--- src/rtl/mem_req_link_arbiter.sv ---
// rtl/mem_req_link_arbiter.sv - round-robin arbiter serializing two request streams onto a 2-lane link
module mem_req_link_arbiter #(
  parameter int PKT_W = 32
) (
  input  logic             clock,
  input  logic             reset,
  input  logic             req0_valid,
  input  logic [PKT_W-1:0] req0_packet,
  output logic             req0_ready,
  input  logic             req1_valid,
  input  logic [PKT_W-1:0] req1_packet,
  output logic             req1_ready,
  input  logic             link_hold,
  output logic [1:0]       link_data,
  output logic [1:0]       link_valid,
  output logic             busy,
  output logic             grant_id
);

  localparam int BEATS = PKT_W / 2;
  localparam int CNT_W = $clog2(BEATS);

  typedef enum logic [1:0] {
    IDLE = 2'd0,
    SEND = 2'd1,
    GAP  = 2'd2
  } state_t;

  state_t             state_q, state_d;
  logic [PKT_W-1:0]   shift_q, shift_d;
  logic [CNT_W-1:0]   cnt_q, cnt_d;
  logic               last_grant_q, last_grant_d;
  logic               grant_id_q, grant_id_d;
  logic [1:0]         link_data_q, link_data_d;
  logic [1:0]         link_valid_q, link_valid_d;
  logic               busy_q, busy_d;
  logic               grant;
  logic               accept;

  // Round-robin pick: a lone requester always wins, a tie goes to the one not served last.
  always_comb begin
    grant = 1'b0;
    if (req0_valid && req1_valid) begin
      grant = ~last_grant_q;
    end else if (req1_valid) begin
      grant = 1'b1;
    end
    req0_ready = (state_q == IDLE) && !grant && req0_valid && !reset;
    req1_ready = (state_q == IDLE) &&  grant && req1_valid && !reset;
    accept     = req0_ready || req1_ready;
  end

  // Next-state and next-output logic; the link lanes default to an idle 00 beat.
  always_comb begin
    state_d      = state_q;
    shift_d      = shift_q;
    cnt_d        = cnt_q;
    last_grant_d = last_grant_q;
    grant_id_d   = grant_id_q;
    link_data_d  = 2'b00;
    link_valid_d = 2'b00;
    case (state_q)
      IDLE: begin
        if (accept) begin
          state_d      = SEND;
          shift_d      = grant ? req1_packet : req0_packet;
          cnt_d        = '0;
          last_grant_d = grant;
          grant_id_d   = grant;
        end
      end
      SEND: begin
        if (!link_hold) begin
          link_data_d  = shift_q[1:0];
          link_valid_d = 2'b11;
          shift_d      = shift_q >> 2;
          cnt_d        = cnt_q + CNT_W'(1);
          if (cnt_q == CNT_W'(BEATS - 1)) begin
            state_d = GAP;
          end
        end
      end
      GAP: begin
        state_d = IDLE;
      end
      default: begin
        state_d = IDLE;
      end
    endcase
    busy_d = (state_d != IDLE);
  end

  // State and output registers; reset drops any packet in flight.
  always_ff @(posedge clock) begin
    if (reset) begin
      state_q      <= IDLE;
      shift_q      <= '0;
      cnt_q        <= '0;
      last_grant_q <= 1'b1;
      grant_id_q   <= 1'b0;
      link_data_q  <= 2'b00;
      link_valid_q <= 2'b00;
      busy_q       <= 1'b0;
    end else begin
      state_q      <= state_d;
      shift_q      <= shift_d;
      cnt_q        <= cnt_d;
      last_grant_q <= last_grant_d;
      grant_id_q   <= grant_id_d;
      link_data_q  <= link_data_d;
      link_valid_q <= link_valid_d;
      busy_q       <= busy_d;
    end
  end

  assign link_data  = link_data_q;
  assign link_valid = link_valid_q;
  assign busy       = busy_q;
  assign grant_id   = grant_id_q;

endmodule
--- config.mk ---
export PLATFORM = sky130hd
export DESIGN_NAME = mem_req_link_arbiter
export DESIGN_NICKNAME = d
export VERILOG_FILES = /design/src/rtl/mem_req_link_arbiter.sv
export SDC_FILE = /design/constraint.sdc
export NUM_CORES = 1
export LEC_CHECK = 0
export ABC_AREA = 1
export CAP_MARGIN = 40
export CORE_MARGIN = 4
export CORE_UTILIZATION = 52
export DETAILED_ROUTE_END_ITERATION = 6
export PLACE_DENSITY = 0.86
export SETUP_SLACK_MARGIN = 0.4
export SLEW_MARGIN = 25
export SYNTH_ARGS = -nofsm -noshare
export SYNTH_HDL_FRONTEND = slang
export SYNTH_SLANG_ARGS = --single-unit
export TNS_END_PERCENT = 10
--- constraint.sdc ---
create_clock -name clock -period 2.5 [get_ports clock]
set_input_delay 0.625 -clock clock [delete_from_list [all_inputs] [get_ports clock]]
set_output_delay 0.625 -clock clock [all_outputs]
set_load 0.01 [all_outputs]
==> out/metrics.cfg, run 1 <==
[outcome]
status=finished, final reports clean

[sta]
rsz0062_at_grt=no
fmax_ghz=0.490
hold_viol=0
tightest_slew_ps=527
period_share_pct=81.7
fin_worst_skew_ps=7.07
finalCriticalPeriod_ps=2040
slew_viol_final=0
relSlewSlack_pct=64.8
setup_viol=0

[hold_path]
hold_path.class=flop to flop

[synthesis]
yosysSeqAreaShare_pct=32.0
ys.flop_type=dfxtp_1
syn_area_per_cell_um2=6.18
netlist_area_um2=2760
syn_inst=446
yosys_warnings=0
syn_nets=516
yosys_register_bits=44
synth_edf_count=0
ys_async_sr_fraction_pct=0
synthDistinctLibCells=22

[job]
cap_violations=0

[place]
place.port_buffers=76
postPlaceCellArea_um2=3550
dpl.hpwl_um=5040
place_congestion=0.797

[clock_network]
cts-htree-levels=2
insertion_delay_ps=300
cts_tree=done
ctsRootBufferMaster=clkbuf_8
clock_path_buffers=2
cts.clk_slew.worst_paths_ps=80
cts_inserted_buffers=5
cts.sinks=44

[die]
die_w_um=80.8
rows=26
die_area_um2=6530
die_h_um=80.8
core_area_um2=5110
ioPinCount=77
start_util_pct=53.9

[global_routing]
grt_max_degree=36
grt-ovfl-total=0
grt_pass1_wl_um=12400
grt_pass1_vias=2832
grt_antenna_before_repair=0
grtUsageTotal_pct=23.9

[detailed_routing]
m1WireLength_um=3130
drt_first_pass_iters=4
drc=0
top_layer_used=met4
met3_length_um=301
vias_per_cell=4.96
wl_met2_um=3670
wl_per_cell_um=12.4
drt_wl_total_um=7240
ant_nets=0
drt_iter0_drc=219
detailroute.via_count=2908

[power]
irDropWorstVdd_mv=0.295
leakage_uw=0.00179
power.density_nw_per_um2=530
finalPower_uw=1940

[critical_path]
cp_max_fo=4
endpoint_kind=output pin
crit_arrival_ps=1420
critPathKind=input pin to output pin
start_kind=input pin
cp.required_ps=1880

[final_layout]
fin_area_um2=3650
area_growth_pct=32.7
regArea_um2=881
fin_util_pct=71.6
finalNetCount=585
fillers=434
multi_input_area_um2=1560
drive_gt1_share_pct=6.78
n_antenna_cell=0

-- path summary, 6_finish.rpt --
kind               from           end  slack [ps]  cells past startpoint
max          req1_valid    req0_ready         460                      6
min          shift_q[0]  link_data[0]         460                      2
max reg2reg  state_q[1]  link_data[1]         820                      6
min reg2reg  shift_q[0]  link_data[0]         460                      2
-- per-layer routing --
layer	GRT usage, %	up-vias
met5	0	-
met4	9.63	0
met3	3.55	11
met2	42.8	75
met1	28.5	1300
li1	-	1522
-- state kept, by name, summed over array words and instances, names as in the netlist --
register and flops:
link_data 2, link_valid 1, cnt_q 4, shift_q 32, busy 1, grant_id 1
last_grant_q 1, state_q 2
-- repair_timing --
| action | in CTS | in global routing |
|---|---|---|
| pin swaps | 1 | 0 |
| setup buffers | 1 | 0 |
| hold endpoints to repair | 0 | 0 |
| hold buffers | 0 | 0 |
| resized for setup | 14 | 1 |
| endpoints found under the setup margin | 8 | 1 |
-- through the flow --
stage	std cells	hold slack (ps)	setup TNS [ps]	setup slack, ps
6_report	586	459	0	458
5_1_grt	586	480	0	403
4_1_cts	586	462	0	449
3_5_place_dp	577	450	-243	-138
3_3_place_gp	577	443	-217	-122
2_1_floorplan	446	422	0	715
-- power breakdown --
group	switching, uW	internal, uW
registers	40.8	786
logic	350	307
clock network	232	220
total	623	1310
-- final cells by class --
cell class / instances / share of cell area, %
repair buffers: 91 / 23.6
multi-input cells: 329 / 42.8
clock inverters: 2 / 0.274
clock buffers: 6 / 2.26
inverters: 44 / 4.55
flip-flops and latches: 44 / 24.1
well taps: 70 / 2.40
-- cell usage after synthesis (2+ instances only) --
library cell  instances  area, um^2
a21oi_1               4        20.0
buf_2                16        80.1
buf_6                 3        33.8
clkbuf_1              8        30.0
dfxtp_1              44         881
inv_1                41         154
inv_2                 2        7.51
nand2_1             139         522
nand2_2               4        25.0
nand3_1              40         200
nand3b_1             58         435
nor2_1               71         267
nor3_1                4        20.0
o21ai_0               4        20.0
-- critical path, stage by stage --
cell	delay, ps
dlygate4sd2_1	240
buf_6	130
nand2_4	70
inv_1	60
nor3_2	150
buf_2	140
-- cell families (layout without fill, tap and decap cells) --
logic type | after synthesis | count (layout) | synth area share [%]
simple gates | 319 | 319 | 54.2
flops | 44 | 44 | 32.0
fa+ha+maj | 1 | 1 | 0.454
compound gates | 9 | 9 | 1.73
buf+inv | 73 | 143 | 11.6
-- placed cells by master, fill, tap and decap left out --
cell type          n
inv_2              2
nand3b_1          58
buf_4             14
a21oi_1            4
ha_1               1
nor3b_1            1
nand3_2            1
dlygate4sd2_1      3
nor3_1             3
clkinv_2           3
inv_1             41
nor3_2             1
nand4_1            1
dfxtp_1           44
clkdlybuf4s50_1   71
nand2_2            4
a22oi_1            1
clkbuf_8           6
buf_2              2
nand2_1          139
nor2_1            71
buf_6              1
nand3_1           39
o21ai_0            4
nand2_4            1
No activity file was read; power rests on OpenSTA's default activity.
==> run 2: changes to the inputs <==
CORE_UTILIZATION = 48   (was 52)
PLACE_DENSITY = 0.8   (was 0.86)
clock period = 2.1 ns   (was 2.5 ns; I/O delays follow)
==> out/metrics.cfg, run 2 (synthesis results as in run 1) <==
[clock_network]
cts_inserted_buffers=5
cts-htree-levels=2
insertion_delay_ps=300
clock_path_buffers=2
ctsRootBufferMaster=clkbuf_8
cts.clk_slew.worst_paths_ps=80
cts.sinks=44
cts_tree=done
postCtsHoldBufs=0

[global_routing]
grtUsageTotal_pct=21.3
grt_pass1_vias=2854
grt_max_degree=36
grt_pass1_wl_um=12700
grt_antenna_before_repair=0
grt-ovfl-total=0

[die]
rows=27
die_h_um=83.8
ioPinCount=77
core_area_um2=5540
start_util_pct=49.7
die_area_um2=7020
die_w_um=83.8

[final_layout]
largestRegisters=shift_q x32, cnt_q x4
fin_util_pct=67.9
layout.cells.most_common=nand2_1
finalNetCount=593
fin_area_um2=3760
drive_gt1_share_pct=9.56
largest_register_ffs=32
area_growth_pct=36.5
n_antenna_cell=0
top_register=shift_q
final_cell_mix=nand2_1 (139), nor2_1 (70), clkdlybuf4s50_1 (70), nand3b_1 (58), dfxtp_1 (43)

[sta]
setup_viol=0
fin_worst_skew_ps=3.22
finalCriticalPeriod_ps=1700
fmax_ghz=0.588
relSlewSlack_pct=75.1
holdWs_ps=448
tightest_slew_ps=373
period_share_pct=80.9
slew_viol_final=0
rsz0062_at_grt=yes
hold_viol=0

[power]
p_sw_share_pct=29.6
clkPwrFrac_pct=29.3
irDropWorstVdd_mv=0.427
power_frac_seq_pct=38.5
power.density_nw_per_um2=679
p_comb_share_pct=32.2
internal_power_uw=1800
power.switching_uw=756
leakage_uw=0.00185

[place]
place.port_buffers=76
dpl.hpwl_um=5190
postPlaceCellArea_um2=3610
place_congestion=0.833

[critical_path]
cp.required_ps=1570
crit_slowest_cell=clkdlybuf4s50_1
start_kind=flop
critPathKind=flop to output pin
cp_num_buf_inv=1
cp_max_fo=2
cp_top_family=buffers and inverters
endpoint_kind=output pin
max_stage_delay_ps=540
path_depth=1
crit_chain=clkdlybuf4s50_1
crit_arrival_ps=1170
rr_worst_depth=10

[detailed_routing]
drt_first_pass_iters=4
drt_wl_total_um=7330
vias_per_cell=5.04
drc=0
detailroute.via_count=3000
drt_iter0_drc=182
ant_nets=0
wl_per_cell_um=12.3

[job]
cap_violations=0

[hold_path]
hold_path.class=flop to flop
holdPathStages=2

[outcome]
status=finished, final reports clean

-- run 2: cell types whose count changed in the layout (fill, tap and decap cells not counted), moves of 2 or more --
cell / before / now
buf_4: 14 / 22
dlygate4sd2_1: 3 / 0
inv_1: 41 / 38
buf_2: 2 / 4
bufinv_16: 0 / 2
clkinv_2: 3 / 1
inv_2: 2 / 4
-- run 2: worst paths after layout --
kind	start	endpoint	slack, ps
setup / recovery	grant_id	grant_id	400
setup reg to reg	last_grant_q	shift_q[24]	520
hold reg to reg	shift_q[1]	link_data[1]	450
hold / removal	shift_q[1]	link_data[1]	450
-- run 2: what timing repair did --
action | 4_1_cts | 5_1_grt
setup endpoints to repair | 41 | 37
setup buffers | 3 | 1
endpoints found under the hold margin | 0 | 0
pin swaps | 2 | 1
resized for setup | 23 | 5
-- run 2: area by class of cell --
| class | instances | area, um^2 |
|---|---|---|
| Timing Repair Buffer | 99 | 923 |
| Fill cell | 476 | 1780 |
| Multi-Input combinational cell | 329 | 1570 |
| Tap cell | 72 | 90.1 |
| Clock inverter | 2 | 60.1 |
| Inverter | 44 | 170 |
| Sequential cell | 44 | 882 |
| Clock buffer | 5 | 68.8 |
-- run 2: per-stage QoR --
stage | power, uW | setup WS, ps | setup TNS, ps | instances
3_5_place_dp | 1810 | -359 | -2090 | 584
6_report | 2560 | 401 | 0 | 595
3_3_place_gp | 1790 | -334 | -1020 | 584
5_1_grt | 2720 | 370 | 0 | 595
4_1_cts | 2560 | 396 | 0 | 594
2_1_floorplan | 1520 | 515 | 0 | 446
-- run 2: power by group through the flow --
stage	clock network (uW)	registers [uW]	logic (uW)
final	748	984	823
after floorplan	0	992	532
after global placement	0	996	791
after global routing	792	993	933
after detailed placement	0	1000	810
after CTS	757	981	820
-- run 2: worst register-to-register path: stages, from the launching register on --
cell	delay (ps)
dfxtp_2	350
nand2_2	80
nand2_4	80
buf_4	100
buf_4	160
nand2_1	90
nand2_2	110
buf_4	260
nand3b_1	110
nand2_1	80
nor2_1	50
-- run 2: routing by layer --
layer / share of wire (%) / up-vias / GRT usage [%]
met5: 0 / - / 0
met4: 1.3 / 0 / 6.87
met3: 5.8 / 10 / 3.46
met2: 52 / 94 / 38.7
met1: 41 / 1361 / 25.5
li1: - / 1535 / -
